--- config.mk ---
export PLATFORM = sky130hd
export DESIGN_NAME = demux_1x4_stream_flat
export DESIGN_NICKNAME = d
export VERILOG_FILES = /design/src/rtl/demux_1x4_stream_if.sv /design/src/rtl/demux_1x4_stream.sv /design/src/flat_wrapper.sv
export SDC_FILE = /design/constraint.sdc
export NUM_CORES = 1
export LEC_CHECK = 0
export ABC_AREA = 0
export BUFFER_PORTS_ARGS = -buffer_cell sky130_fd_sc_hd__buf_2
export CAP_MARGIN = 20
export CORE_MARGIN = 1.5
export CORE_UTILIZATION = 55
export DETAILED_ROUTE_END_ITERATION = 8
export HOLD_SLACK_MARGIN = 0.03
export PLACE_DENSITY = 0.88
export SLEW_MARGIN = 25
export SYNTH_ARGS = -nofsm -noshare
export SYNTH_HDL_FRONTEND = slang
export SYNTH_HIERARCHICAL = 1
export SYNTH_SLANG_ARGS = --single-unit
export TNS_END_PERCENT = 10
--- constraint.sdc ---
create_clock -name clk -period 3.5 [get_ports clk]
set_input_delay 0.525 -clock clk [delete_from_list [all_inputs] [get_ports clk]]
set_output_delay 0.525 -clock clk [all_outputs]
set_load 0.01 [all_outputs]
--- src/rtl/demux_1x4_stream_if.sv ---
// Stream bus for the 1-to-4 demultiplexer: one select-addressed input side and
// four independent valid/ready output channels with occupancy.
interface demux_1x4_stream_if #(parameter int DW = 8);
    logic [DW-1:0] in_data;
    logic [1:0]    in_sel;
    logic          in_valid;
    logic          in_ready;
    logic [DW-1:0] out_data0, out_data1, out_data2, out_data3;
    logic          out_valid0, out_valid1, out_valid2, out_valid3;
    logic          out_ready0, out_ready1, out_ready2, out_ready3;
    logic [1:0]    occ0, occ1, occ2, occ3;

    // master drives words in and consumes channels; slave is the demux
    modport master (
        output in_data, in_sel, in_valid,
        output out_ready0, out_ready1, out_ready2, out_ready3,
        input  in_ready,
        input  out_data0, out_data1, out_data2, out_data3,
        input  out_valid0, out_valid1, out_valid2, out_valid3,
        input  occ0, occ1, occ2, occ3
    );
    modport slave (
        input  in_data, in_sel, in_valid,
        input  out_ready0, out_ready1, out_ready2, out_ready3,
        output in_ready,
        output out_data0, out_data1, out_data2, out_data3,
        output out_valid0, out_valid1, out_valid2, out_valid3,
        output occ0, occ1, occ2, occ3
    );
endinterface

--- src/rtl/demux_1x4_stream.sv ---
// 1-to-4 stream demultiplexer: each accepted word is steered by in_sel into one
// of four 2-entry channel buffers, each with its own valid/ready handshake.
module demux_1x4_chan #(parameter int DW = 8) (
    input  logic          clk,
    input  logic          rst_n,
    input  logic          push,
    input  logic          ordy,
    input  logic [DW-1:0] din,
    output logic [DW-1:0] dout,
    output logic          vld,
    output logic          full,
    output logic [1:0]    occ
);
    typedef enum logic [1:0] {EMPTY = 2'd0, ONE = 2'd1, TWO = 2'd2} st_t;

    st_t           st, st_nx;
    logic [DW-1:0] head, tail;
    logic          ld_head_in, ld_head_tail, ld_tail, pop;

    assign vld  = (st != EMPTY);
    assign full = (st == TWO);
    assign occ  = st;
    assign dout = head;
    assign pop  = vld & ordy;

    always_comb begin
        st_nx        = st;
        ld_head_in   = 1'b0;
        ld_head_tail = 1'b0;
        ld_tail      = 1'b0;
        case (st)
            EMPTY: if (push) begin
                st_nx      = ONE;
                ld_head_in = 1'b1;
            end
            ONE: case ({push, pop})
                2'b10: begin st_nx = TWO; ld_tail = 1'b1; end
                2'b01: st_nx = EMPTY;
                // head leaves and the new word replaces it in one cycle
                2'b11: ld_head_in = 1'b1;
                default: ;
            endcase
            // push cannot occur here: in_ready is low for a full channel
            TWO: if (pop) begin
                st_nx        = ONE;
                ld_head_tail = 1'b1;
            end
            default: st_nx = EMPTY;
        endcase
    end

    always_ff @(posedge clk or negedge rst_n) begin
        if (!rst_n) begin
            st   <= EMPTY;
            head <= '0;
            tail <= '0;
        end else begin
            st <= st_nx;
            if (ld_head_in)        head <= din;
            else if (ld_head_tail) head <= tail;
            if (ld_tail)           tail <= din;
        end
    end
endmodule

module demux_1x4_stream #(parameter int DW = 8) (
    input  logic                 clk,
    input  logic                 rst_n,
    demux_1x4_stream_if.slave    bus
);
    localparam int NUM_LANES = 4;

    logic [NUM_LANES-1:0][DW-1:0] dout;
    logic [NUM_LANES-1:0]         vld, full, ordy, push;
    logic [NUM_LANES-1:0][1:0]    occ;

    assign ordy = {bus.out_ready3, bus.out_ready2, bus.out_ready1, bus.out_ready0};

    // ready depends only on the addressed channel's fill level, never on out_ready
    assign bus.in_ready = ~full[bus.in_sel];

    for (genvar k = 0; k < NUM_LANES; k++) begin : g_chan
        assign push[k] = bus.in_valid & bus.in_ready & (bus.in_sel == 2'(k));
        demux_1x4_chan #(.DW(DW)) u_chan (
            .clk   (clk),
            .rst_n (rst_n),
            .push  (push[k]),
            .ordy  (ordy[k]),
            .din   (bus.in_data),
            .dout  (dout[k]),
            .vld   (vld[k]),
            .full  (full[k]),
            .occ   (occ[k])
        );
    end

    assign bus.out_data0  = dout[0];
    assign bus.out_data1  = dout[1];
    assign bus.out_data2  = dout[2];
    assign bus.out_data3  = dout[3];
    assign bus.out_valid0 = vld[0];
    assign bus.out_valid1 = vld[1];
    assign bus.out_valid2 = vld[2];
    assign bus.out_valid3 = vld[3];
    assign bus.occ0       = occ[0];
    assign bus.occ1       = occ[1];
    assign bus.occ2       = occ[2];
    assign bus.occ3       = occ[3];
endmodule

--- src/flat_wrapper.sv ---
// flat-port wrapper written by rule: the top's interface ports become plain ports
module demux_1x4_stream_flat 
#(parameter int DW = 8)
  (clk, rst_n, bus_in_data, bus_in_sel, bus_in_valid, bus_out_ready0, bus_out_ready1, bus_out_ready2, bus_out_ready3, bus_in_ready, bus_out_data0, bus_out_data1, bus_out_data2, bus_out_data3, bus_out_valid0, bus_out_valid1, bus_out_valid2, bus_out_valid3, bus_occ0, bus_occ1, bus_occ2, bus_occ3);
  demux_1x4_stream_if #(.DW(DW)) bus_i ();
  input  logic clk;
  input  logic rst_n;
  input wire logic [$bits(bus_i.in_data)-1:0] bus_in_data;
  input wire logic [$bits(bus_i.in_sel)-1:0] bus_in_sel;
  input wire logic [$bits(bus_i.in_valid)-1:0] bus_in_valid;
  input wire logic [$bits(bus_i.out_ready0)-1:0] bus_out_ready0;
  input wire logic [$bits(bus_i.out_ready1)-1:0] bus_out_ready1;
  input wire logic [$bits(bus_i.out_ready2)-1:0] bus_out_ready2;
  input wire logic [$bits(bus_i.out_ready3)-1:0] bus_out_ready3;
  output wire logic [$bits(bus_i.in_ready)-1:0] bus_in_ready;
  output wire logic [$bits(bus_i.out_data0)-1:0] bus_out_data0;
  output wire logic [$bits(bus_i.out_data1)-1:0] bus_out_data1;
  output wire logic [$bits(bus_i.out_data2)-1:0] bus_out_data2;
  output wire logic [$bits(bus_i.out_data3)-1:0] bus_out_data3;
  output wire logic [$bits(bus_i.out_valid0)-1:0] bus_out_valid0;
  output wire logic [$bits(bus_i.out_valid1)-1:0] bus_out_valid1;
  output wire logic [$bits(bus_i.out_valid2)-1:0] bus_out_valid2;
  output wire logic [$bits(bus_i.out_valid3)-1:0] bus_out_valid3;
  output wire logic [$bits(bus_i.occ0)-1:0] bus_occ0;
  output wire logic [$bits(bus_i.occ1)-1:0] bus_occ1;
  output wire logic [$bits(bus_i.occ2)-1:0] bus_occ2;
  output wire logic [$bits(bus_i.occ3)-1:0] bus_occ3;
  assign bus_i.in_data = bus_in_data;
  assign bus_i.in_sel = bus_in_sel;
  assign bus_i.in_valid = bus_in_valid;
  assign bus_i.out_ready0 = bus_out_ready0;
  assign bus_i.out_ready1 = bus_out_ready1;
  assign bus_i.out_ready2 = bus_out_ready2;
  assign bus_i.out_ready3 = bus_out_ready3;
  assign bus_in_ready = bus_i.in_ready;
  assign bus_out_data0 = bus_i.out_data0;
  assign bus_out_data1 = bus_i.out_data1;
  assign bus_out_data2 = bus_i.out_data2;
  assign bus_out_data3 = bus_i.out_data3;
  assign bus_out_valid0 = bus_i.out_valid0;
  assign bus_out_valid1 = bus_i.out_valid1;
  assign bus_out_valid2 = bus_i.out_valid2;
  assign bus_out_valid3 = bus_i.out_valid3;
  assign bus_occ0 = bus_i.occ0;
  assign bus_occ1 = bus_i.occ1;
  assign bus_occ2 = bus_i.occ2;
  assign bus_occ3 = bus_i.occ3;
  demux_1x4_stream #(.DW(DW)) u_core (.clk(clk), .rst_n(rst_n), .bus(bus_i));
endmodule
==> results.md, run 1 <==
* Status: complete, no violations
* Yosys warns at 6
* P per Cell Area at 597 nW/um2
* WL/cell at 19.6 um
* Flop-to-flop setup slack at 390 ps
* Yosys top cell area share at 50.4%
* Hold_buf cts at 0
* Port buffer count at 61
* Comb pwr share at 25.4%
* Filler instances at ~480
* Critical Path End Type: flop
* Sequential-to-total area share from yosys stat at 50.4%
* Switching Fraction at 29.6%
* Critical Path Max Stage Delay at 690 ps
* Drt via density at 6.35
* RSZ-0062 raised after global routing: no
* Vias in the first global route at between 2000 and 3000
* Top layer in use: met4
* Clock share of power at 25.3%
* Register area at roughly 1800 um2
* Iter 0 DRT Violations at approximately 190
* Cell variety after synth at 24
* Critical Path AT at 3340 ps
* First-pass GRT wire length at 13.6 mm
* Layout cells sized above 1 at 43.0%
* Total track usage at 25.2%
* # setup viols final at 0
* Worst Path Class, Setup: flop to flop
* Die H at 83.6 um
* Clk root buf: clkbuf_8
* First-pass DRT Iterations at 4
* CTS Buffer Depth at 2
* Psw at about 0.72 mW
* CP Buf/Inv Count at 1
* WHS at 255 ps
* ANT cells at 0
* CP required at 3730 ps
* Area Overhead vs Synth at 14.3%
* Hold Violations, Final at 0
* Slowest CP cell: nor4b_1
* I/O pin cnt at 62
* Clk pin slew, worst setup/hold paths at 80 ps
* Syn Area/Cell at 12.8 um2
* CP Max Fanout at 14
* CTS resizes at 0
* Initial Utilization at between 50% and 60%
* Std-Cell Rows at 29
* GRT overflow at 0
* Slew Limit Fails at 0
* Util after Layout at 64.7%
* Final Skew at 11.7 ps
* CTS H-tree lvls at 3
* Met2 wire length at 3.92 mm
* Fmax at around 0.32 GHz
* Sequential share of power at 49.2%
* Detailed-route via count at 2659
* Synth area leaders: dfrtp_1, mux2_2, o221a_2
* Relative slew slack at 45.8%
* Largest area contributor in the synthesized netlist: dfrtp_1
* Worst path cell trace: or2b_1 -> inv_1 -> nor4b_1 -> nand2b_1 -> nor3b_4 -> mux2_2
* Largest net degree at the start of global routing at 36
* Placer congestion estimate at 0.845
* Post-Route M1 WL at approximately 3.7 mm
* Cells after synthesis at 279
* Inserted Clock Buffers at 9
* Met3 wire length at 387 um
* Initial antenna violation count at 0
* Clock Sinks at 72
* Crit-path leading delay family: simple AND/OR/NAND/NOR gates
* Die width at approximately 84 um
* Post-DP HPWL at approximately 5.4 mm
* Max cap viols at 0
* Final Cycle Share at 88.8%
* Final ANT Viol Nets at 0
* Leak at between 1.5 and 2 nW
* Min-Delay Path Class: input pin to asynchronous set/reset pin
* Setup crit start kind: flop
* Final Critical Period at roughly 3100 ps
* CTS tree: yes
* Worst slew pin tran at 813 ps
* Post-Syn Nets at 296
* Core Region at ~6300 um2
* Mapped Area at 3570 um2
* Drt drc at 0
* Final wirelength at slightly above 8 mm
* Worst skew pair latency at 360 ps
* Internal at approximately 1.7 mW
* Post-route setup TNS at 0 ps
* Synthesized flop and latch total at 72
* Postcts setup bufs at 0
* Fin nets at roughly 350
* VDD IR max at 0.349 mV
* Area occupied by multi-input gates at 1660 um2
* Die ar. at 6990 um2
==> synth_stat cells (all sizes together) <==
cell and count:
dfrtp 72, mux2 32, nand2b 28, o221a 24, o32a 24, mux2i 16
clkbuf 12, nor3 9, a21oi 8, nand3b 8, or2 8, inv 5
nor3b 5, buf 4, nor2b 4, o21ai 4, o21bai 4, o22ai 4
or2b 4, and4bb 1, mux4 1, nand2 1, nor4b 1
==> path summary, 6_finish.rpt <==
kind,from,endpoint,cells past startpoint
worst max-delay path,u_core/g_chan[0].u_chan/occ[0]$_DFFE_PN0P_,u_core/g_chan[0].u_chan/tail[4]$_DFFE_PN0P_,6
worst min-delay path,rst_n,u_core/g_chan[0].u_chan/dout[2]$_DFFE_PN0P_,1
worst max register to register,u_core/g_chan[0].u_chan/occ[0]$_DFFE_PN0P_,u_core/g_chan[0].u_chan/tail[4]$_DFFE_PN0P_,6
worst min register to register,u_core/g_chan[2].u_chan/tail[6]$_DFFE_PN0P_,u_core/g_chan[2].u_chan/tail[6]$_DFFE_PN0P_,1
max in group asynchronous,rst_n,u_core/g_chan[1].u_chan/tail[2]$_DFFE_PN0P_,2
min in group clk,u_core/g_chan[2].u_chan/tail[6]$_DFFE_PN0P_,u_core/g_chan[2].u_chan/tail[6]$_DFFE_PN0P_,1
==> cell type report <==
cell class,instances,area share (%)
clock buffer,14,4.23
clock inverter,2,0.306
inverter,5,0.460
multi-input combinational,186,40.7
sequential,72,44.1
tap,77,2.36
timing repair buffer,63,7.84
==> stage by stage <==
| step | cells | worst slack (ps) | cell area, um2 | total power, mW |
|---|---|---|---|---|
| final | 419 | 390 | 4080 | 2.44 |
| after detailed placement | 403 | 463 | 3900 | 1.84 |
| after global placement | 403 | 528 | 3900 | 1.81 |
| after CTS | 419 | 423 | 4080 | 2.46 |
| after global routing | 419 | 35.4 | 4080 | 2.57 |
| after floorplan | 279 | 907 | 3570 | 1.58 |
==> layer usage <==
metal  vias to the layer above  track usage [%]
met5                         -                0
met4                         0             12.1
met3                        14             4.25
met2                        81             40.2
met1                      1368             33.5
li1                       1196                -
==> cells in the final DEF (no fill, tap or decap), types with 2 or more instances in the layout <==
master	netlist	layout
o221a_2	24	24
mux2i_1	16	16
o22ai_1	4	4
or2b_1	4	4
nand3b_1	8	8
dfrtp_1	72	72
buf_2	0	61
o21bai_1	4	4
nor3b_4	4	4
mux2_2	32	32
nor3_1	9	9
buf_4	0	2
nor2b_1	4	4
nand2b_1	28	28
o21ai_0	4	4
inv_1	5	5
o32a_1	24	24
clkbuf_1	12	2
or2_2	8	8
a21oi_1	8	8
clkbuf_8	0	12
==> worst reg2reg max path, stage by stage, from the launching register on <==
cell,delay (ps)
dfrtp_1,570
or2b_1,320
inv_1,90
nor4b_1,690
nand2b_1,400
nor3b_4,520
mux2_2,400
==> sequential cells by signal (all words and copies together) (netlist names) <==
register / flops
u_core/g_chan.u_chan/tail: 32
u_core/g_chan.u_chan/occ: 8
u_core/g_chan.u_chan/dout: 32
==> cell families (layout without fill, tap and decap cells) <==
kind of cell	after synthesis	after routing	share of synthesized area (%)
AND/OR/NAND/NOR	69	69	13.8
multiplexers	49	49	15.2
buffers and inverters	21	84	3.05
AO/OA/AOI/OAI	68	68	17.5
flip-flops	72	72	50.4
==> power groups by stage <==
stage | registers, mW | logic (mW) | clock network (mW)
after floorplan | 1.23 | 0.357 | 0
after global placement | 1.20 | 0.602 | 0
after detailed placement | 1.22 | 0.621 | 0
after CTS | 1.20 | 0.624 | 0.635
after global routing | 1.23 | 0.671 | 0.671
final | 1.20 | 0.620 | 0.618
(Power assumes the default switching activity.)
==> run 2, diff against run 1 <==
--- a/config.mk
+++ b/config.mk
@@ -5,14 +5,14 @@
 export SDC_FILE = /design/constraint.sdc
 export NUM_CORES = 1
 export LEC_CHECK = 0
-export ABC_AREA = 0
+export ABC_AREA = 1
 export BUFFER_PORTS_ARGS = -buffer_cell sky130_fd_sc_hd__buf_2
 export CAP_MARGIN = 20
 export CORE_MARGIN = 1.5
 export CORE_UTILIZATION = 55
 export DETAILED_ROUTE_END_ITERATION = 8
 export HOLD_SLACK_MARGIN = 0.03
-export PLACE_DENSITY = 0.88
+export PLACE_DENSITY = 0.87
 export SLEW_MARGIN = 25
 export SYNTH_ARGS = -nofsm -noshare
 export SYNTH_HDL_FRONTEND = slang
==> run 2 against run 1 <==
Combinational power decreased by 15%; maximum frequency up 46%; synthesized cell count is 61% higher; clock power decreased by 6.1%; clock-buffer cell count down 3; design area grew 3.5%; utilization down 2.1 points; non-clock buffer count decreased by 1; cell count increased by 41%; largest cell class unchanged; highest routed layer unchanged.
==> results.md, run 2 <==
* # setup viols final at 0 (unchanged)
* VDD IR max at 0.242 mV (-31%)
* Cell variety after synth at 20 (-17%)
* Worst slew pin tran at 890 ps (+77.0 ps)
* ANT cells at 0 (unchanged)
* Postcts setup bufs at 0 (unchanged)
* Port buffer count at 61 (unchanged)
* Relative slew slack at 40.7% (-5.1 points)
* Inserted Clock Buffers at 9 (unchanged)
* Dominant cell by count in the synthesized netlist: nand3_1
* Status: complete, no violations
* Mapped Area at 3840 um2 (+7.5%)
* Hold_buf cts at 0 (unchanged)
* Sequential-to-total area share from yosys stat at 46.9% (-3.5 points)
* Synth area leaders: dfrtp_1, nand3_1, nand2_1
* CP Max Fanout at 3 (-11)
* Iter 0 DRT Violations at 190 (+0.53%)
* Layout cells sized above 1 at 28.8% (-14 points)
* DP Area at 4050 um2 (+3.9%)
* Final Critical Period at 2130 ps (-981 ps)
* Final Skew at 6.66 ps (-5.06 ps)
* Syn Area/Cell at 8.55 um2 (-33%)
* Total chip power at 2.23 mW (-8.6%)
* Critical Path Max Stage Delay at 430 ps (-260 ps)
* WHS at 384 ps (+129 ps)
* Post-route setup TNS at 0 ps (unchanged)
* CTS tree: yes
* Total track usage at 23.3% (-1.8 points)
* Largest net degree at the start of global routing at 73 (+100%)
* RSZ-0062 raised after global routing: no
* Most common cell after layout, fill and taps aside: nand3_1
* P per Cell Area at 527 nW/um2 (-12%)
* Post-synth top flop: dfrtp_1
* Initial antenna violation count at 0 (unchanged)
* EDFF count, synth at 0 (unchanged)
* Post-route cell area at 4230 um2 (+3.5%)
* Placer congestion estimate at 0.839 (-0.66%)
* Vias in the first global route at 2901 (+9.7%)
* CTS resizes at 0 (unchanged)
* First-pass GRT wire length at 13.4 mm (-1.3%)
* GRT overflow at 0 (unchanged)
* Worst Path Class, Setup: flop to output port
* Final WS setup at 1370 ps (+981 ps)
* Hold Violations, Final at 0 (unchanged)
* Detailed-route via count at 3157 (+19%)
* Worst r2r path cells at 14 (+8)
* Slew Limit Fails at 0 (unchanged)
* I/O pin cnt at 62 (unchanged)
* Worst path cell trace: inv_1 -> nand2_1 -> inv_1 -> nand2_1 -> nand2_1 -> nand2_2 -> and2_2 -> buf_2
* Post-synth top cells: nand3_1, nand2_1, dfrtp_1
* Setup crit start kind: flop
* Final ANT Viol Nets at 0 (unchanged)
* Final wirelength at 8.22 mm (+0.29%)
* CP required at 2970 ps (-760 ps)
* Crit-path leading delay family: simple AND/OR/NAND/NOR gates
* Area Overhead vs Synth at 10.1%
* Die width at 86.6 um (+3.5%)
* WL/cell at 13.9 um (-29%)
* Util after Layout at 62.6% (-2.1 points)
* CTS Buffer Depth at 2 (unchanged)
* Async SR Flop Fraction at 100% (unchanged)
* Non-filler cells, final at 591 (+41%)
* Yosys top cell area share at 46.9% (-3.5 points)
* Critical Path End Type: output port
* Largest area contributor in the synthesized netlist: dfrtp_1
* Synthesized flop and latch total at 72 (unchanged)
* Max cap viols at 0 (unchanged)
* Drt drc at 0 (unchanged)
* Most frequent cells in the layout: nand3_1, nand2_1, dfrtp_1
* Post-Syn Nets at 466 (+57%)
* First-pass DRT Iterations at 5 (+1)
* Post-Place Cells at 575 (+43%)
* Critical Path AT at 1600 ps (-1740 ps)
* Final Cycle Share at 60.8% (-28 points)
* Initial Utilization at 56.8% (+0.25 points)
* Critical path's most frequent cell: nand2_1
* Fmax at 0.470 GHz (+46%)
* WP depth at 8 (+2)
* Clk root buf: clkbuf_8
* CP Buf/Inv Count at 3 (+2)
* Yosys warns at 6 (unchanged)
* Cells after synthesis at 449 (+61%)
* Clk pin slew, worst setup/hold paths at 80 ps (about the same)
* Leak at 2.30 nW (+27%)
* Die H at 86.6 um (+3.5%)
* Pre-CTS setup slack at 1430 ps (+971 ps)
* Die ar. at 7490 um2 (+7.2%)
* Clock Sinks at 72 (unchanged)
* Slowest CP cell: dfrtp_1
* Core Region at 6760 um2 (+7.0%)
* Drt via density at 5.34 (-16%)
* CTS H-tree lvls at 3 (unchanged)
* Min-Delay Path Class: input pin to asynchronous set/reset pin
* Post-DP HPWL at 5.64 mm (+4.4%)
* Std-Cell Rows at 30 (+3.4%)
* Worst skew pair latency at 340 ps (-20 ps)
* Fin nets at 523 (+48%)
[run 2: cell count changes in the layout (fill, tap and decap cells not counted), sizes merged, moves of 9 or more]
cell	before	now
inv	5	77
mux2	32	0
mux2i	16	0
nand2	1	118
nand2b	28	0
nand3	0	101
nor3	9	0
o21ai	4	52
o221a	24	0
o32a	24	0
[run 2: routing by layer]
metal  GRT usage [%]  part of all wire [%]  vias to the layer above
li1                -                     -                     1541
met1            31.2                    43                     1484
met2            36.2                    48                      112
met3            5.05                   5.5                       20
met4            11.1                   3.0                        0
met5               0                     0                        -
[run 2: cells by family (layout without fill, tap and decap cells)]
logic type / count (synthesis) / count (layout) / synth area share, %
buffers and inverters: 97 / 159 / 13.4
AOI/OAI and AO/OA: 52 / 52 / 9.12
and+or+nand+nor: 228 / 228 / 30.6
DFF: 72 / 72 / 46.9
[run 2: power breakdown]
| part | total, mW | switching, mW | internal [mW] | leakage, nW |
|---|---|---|---|---|
| clock | 0.580 | 0.306 | 0.274 | 0.0813 |
| combinational | 0.527 | 0.310 | 0.217 | 1.31 |
| sequential | 1.12 | 0.106 | 1.02 | 0.914 |
| total | 2.23 | 0.722 | 1.51 | 2.30 |
[run 2: area by class of cell]
class                      instances  area [um2]
timing repair buffer              62         313
inverter                          81         314
tap                               80         100
clock inverter                     5        32.5
multi-input combinational        280        1520
fill                             602        2530
clock buffer                      11         141
sequential                        72        1800
[run 2: path summary, 6_finish.rpt]
kind	from	end	slack, ps
min reg2reg	u_core/g_chan[0].u_chan/tail[6]$_DFFE_PN0P_	u_core/g_chan[0].u_chan/tail[6]$_DFFE_PN0P_	490
max reg2reg	u_core/g_chan[3].u_chan/occ[0]$_DFFE_PN0P_	u_core/g_chan[3].u_chan/dout[5]$_DFFE_PN0P_	1390
min in group clk	bus_out_ready1	u_core/g_chan[1].u_chan/occ[1]$_DFFE_PN0P_	410
max	u_core/g_chan[3].u_chan/occ[0]$_DFFE_PN0P_	bus_in_ready	1370
min	rst_n	u_core/g_chan[1].u_chan/occ[0]$_DFFE_PN0P_	380
max in group asynchronous	rst_n	u_core/g_chan[0].u_chan/tail[0]$_DFFE_PN0P_	2530
==> run 3, diff against run 2 <==
--- a/config.mk
+++ b/config.mk
@@ -9,10 +9,10 @@
 export BUFFER_PORTS_ARGS = -buffer_cell sky130_fd_sc_hd__buf_2
 export CAP_MARGIN = 20
 export CORE_MARGIN = 1.5
-export CORE_UTILIZATION = 55
+export CORE_UTILIZATION = 51
 export DETAILED_ROUTE_END_ITERATION = 8
 export HOLD_SLACK_MARGIN = 0.03
-export PLACE_DENSITY = 0.87
+export PLACE_DENSITY = 0.85
 export SLEW_MARGIN = 25
 export SYNTH_ARGS = -nofsm -noshare
 export SYNTH_HDL_FRONTEND = slang
==> constraint.sdc (replaced) <==
create_clock -name clk -period 1.8 [get_ports clk]
set_input_delay 0.27 -clock clk [delete_from_list [all_inputs] [get_ports clk]]
set_output_delay 0.27 -clock clk [all_outputs]
set_load 0.01 [all_outputs]
==> run 3 against run 2 <==
Register-to-register slack lost 1300 ps; global-route usage fell by 1.3 points; combinational power grew 120%; utilization increased by 1.3 points; sequential power up 95%; clock skew rose by 4.3 ps; critical path type unchanged; critical endpoint unchanged.
==> results.md, run 3 (same netlist as run 2, synthesis figures left out) <==
* Core Region at 7250 um2 (+7.4%)
* Slew Limit Fails at 0 (unchanged)
* CTS Buffer Depth at 2 (unchanged)
* Critical Path Max Stage Delay at 390 ps (-40 ps)
* Setup crit start kind: flop
* First-pass DRT Iterations at 5 (unchanged)
* Filler instances at 579 (-3.8%)
* Worst r2r path cells at 14 (unchanged)
* Total track usage at 22.0% (-1.3 points)
* Drt drc at 0 (unchanged)
* Die H at 89.8 um (+3.7%)
* Status: complete, no violations
* Final Critical Period at between 1500 and 2000 ps
* RR Endpoint: u_core/g_chan[3].u_chan/dout[2]$_DFFE_PN0P_
* Initial Utilization at 52.9% (-3.9 points)
* Clock Sinks at 72 (unchanged)
* Std-Cell Rows at 31 (+3.3%)
* Post-DP HPWL at 5.78 mm (+2.5%)
* Fmax at between 0.5 and 0.6 GHz
* Critical Path Start: u_core/g_chan[2].u_chan/occ[0]$_DFFE_PN0P_
* ANT cells at 0 (unchanged)
* Placer congestion estimate at 0.859 (+2.4%)
* Max cap viols at 0 (unchanged)
* # setup viols final at 0 (unchanged)
* Clk pin slew, worst setup/hold paths at 80 ps (about the same)
* Worst path cell trace: inv_2 -> nand2_2 -> inv_2 -> nand2_1 -> nand2_1 -> nand2_2 -> and2_2 -> buf_2
* Die width at 89.8 um (+3.7%)
* Top layer in use: met4
* Inserted Clock Buffers at 9 (unchanged)
* Layout cells sized above 1 at 35.3% (+6.5 points)
* Clk root buf: clkbuf_8
* Vias in the first global route at 3040 (+4.8%)
* DP Area at 4180 um2 (+3.1%)
* Met2 wire length at 4.51 mm (+14%)
* Fin nets at 553 (+5.7%)
* Final WS setup at 47.8 ps (-1320 ps)
* CTS tree: yes
* R2R Path Start: u_core/g_chan[0].u_chan/occ[0]$_DFFE_PN0P_
* Critical Path End Type: output port
* Slowest CP cell: dfrtp_1
* Final wirelength at 9.09 mm (+10%)
* Detailed-route via count at 3384 (+7.2%)
* Final Cycle Share at 97.3%
* Util after Layout at 63.8% (+1.3 points)
* Drt via density at 5.29 (-1.0%)
* Flop-to-flop setup slack at 60 ps (-1330 ps)
* Area Overhead vs Synth at 20.6%
* GRT overflow at 0 (unchanged)
* P per Cell Area at 1030 nW/um2 (+96%)
* Die ar. at 8060 um2 (+7.6%)
* I/O pin cnt at 62 (unchanged)
* Min-Delay Path Class: input pin to flop
* Worst skew pair latency at 350 ps (about the same)
* Relative slew slack at 73.1% (+32 points)
* Hold Violations, Final at 0 (unchanged)
* Crit path capture: bus_in_ready
* Port buffer count at 61 (unchanged)
* Initial antenna violation count at 0 (unchanged)
* VDD IR max at 0.432 mV (+79%)
* Leak at 2.47 nW (+7.4%)
* Final Skew at 11.0 ps (+4.33 ps)
* CP Max Fanout at 3 (unchanged)
* Most common cell after layout, fill and taps aside: nand3_1
* CP required at 1530 ps (-1440 ps)
* Post-Route M1 WL at 3.83 mm (+7.5%)
* Iter 0 DRT Violations at 164 (-14%)
* Final ANT Viol Nets at 0 (unchanged)
* Worst Path Class, Setup: flop to output port
* WL/cell at 14.2 um (+2.0%)
* RSZ-0062 raised after global routing: yes
* First-pass GRT wire length at 14.1 mm (+5.4%)
* Critical Path AT at 1480 ps (-120 ps)
* Largest net degree at the start of global routing at 73 (unchanged)
* Met3 wire length at 541 um (+19%)
* Post-route cell area at 4630 um2 (+9.5%)
* Post-route setup TNS at 0 ps (unchanged)
* Most frequent cells in the layout: nand3_1, nand2_1, dfrtp_1
* Pre-CTS setup slack at 57.3 ps (-1380 ps)
* Worst slew pin tran at 404 ps (-486 ps)
* CTS H-tree lvls at 3 (unchanged)
[run 3: layout make-up]
cell class	instances	area [um2]	share of cell area (%)
Clock buffer	12	155	3.35
Inverter	81	314	6.78
Sequential cell	72	1800	38.9
Clock inverter	4	76.3	1.65
Tap cell	99	124	2.68
Timing Repair Buffer	89	567	12.2
Multi-Input combinational cell	283	1590	34.4
[run 3: worst min path at each step]
stage                   start                                          end  slack (ps)  cells past startpoint
2_1_floorplan           rst_n  u_core/g_chan[0].u_chan/dout[0]$_DFFE_PN0P_         -30                      0
3_3_place_gp            rst_n  u_core/g_chan[1].u_chan/dout[0]$_DFFE_PN0P_         330                      2
3_5_place_dp            rst_n  u_core/g_chan[1].u_chan/dout[0]$_DFFE_PN0P_         330                      2
4_1_cts        bus_out_ready2   u_core/g_chan[2].u_chan/occ[1]$_DFFE_PN0P_         130                      2
5_1_grt        bus_out_ready2   u_core/g_chan[2].u_chan/occ[1]$_DFFE_PN0P_         140                      2
6_report       bus_out_ready2   u_core/g_chan[2].u_chan/occ[1]$_DFFE_PN0P_         140                      2
[run 3: worst max-delay path, delay by kind of cell (launching register included)]
family	cells	cell delay, ps
buffers and inverters	3	280
and+or+nand+nor	5	460
DFF	1	390
[run 3: per-stage QoR]
stage | total power, mW | cells | hold WS [ps]
floorplan | 2.85 | 449 | -25.6
global placement | 3.22 | 606 | 326
detailed placement | 3.28 | 606 | 331
CTS | 4.75 | 623 | 131
global route | 5.05 | 640 | 143
finish | 4.78 | 640 | 144
[run 3: where the power goes]
group	total [mW]	internal [mW]	leakage (nW)	switching [mW]
Clock	1.46	0.859	0.113	0.602
Combinational	1.14	0.487	1.45	0.655
Sequential	2.18	1.98	0.914	0.206
Total	4.78	3.32	2.47	1.46
[run 3: metal layers]
metal | vias up | track usage, %
li1 | 1611 | -
met1 | 1622 | 28.9
met2 | 132 | 35.5
met3 | 19 | 3.89
met4 | 0 | 10.3
met5 | - | 0
[run 3: timing repair]
action	in CTS	in global routing
hold buffers	1	0
gates resized for setup	0	23
hold endpoints to repair	72	0
buffers inserted	0	14
endpoints found under the setup margin	0	67
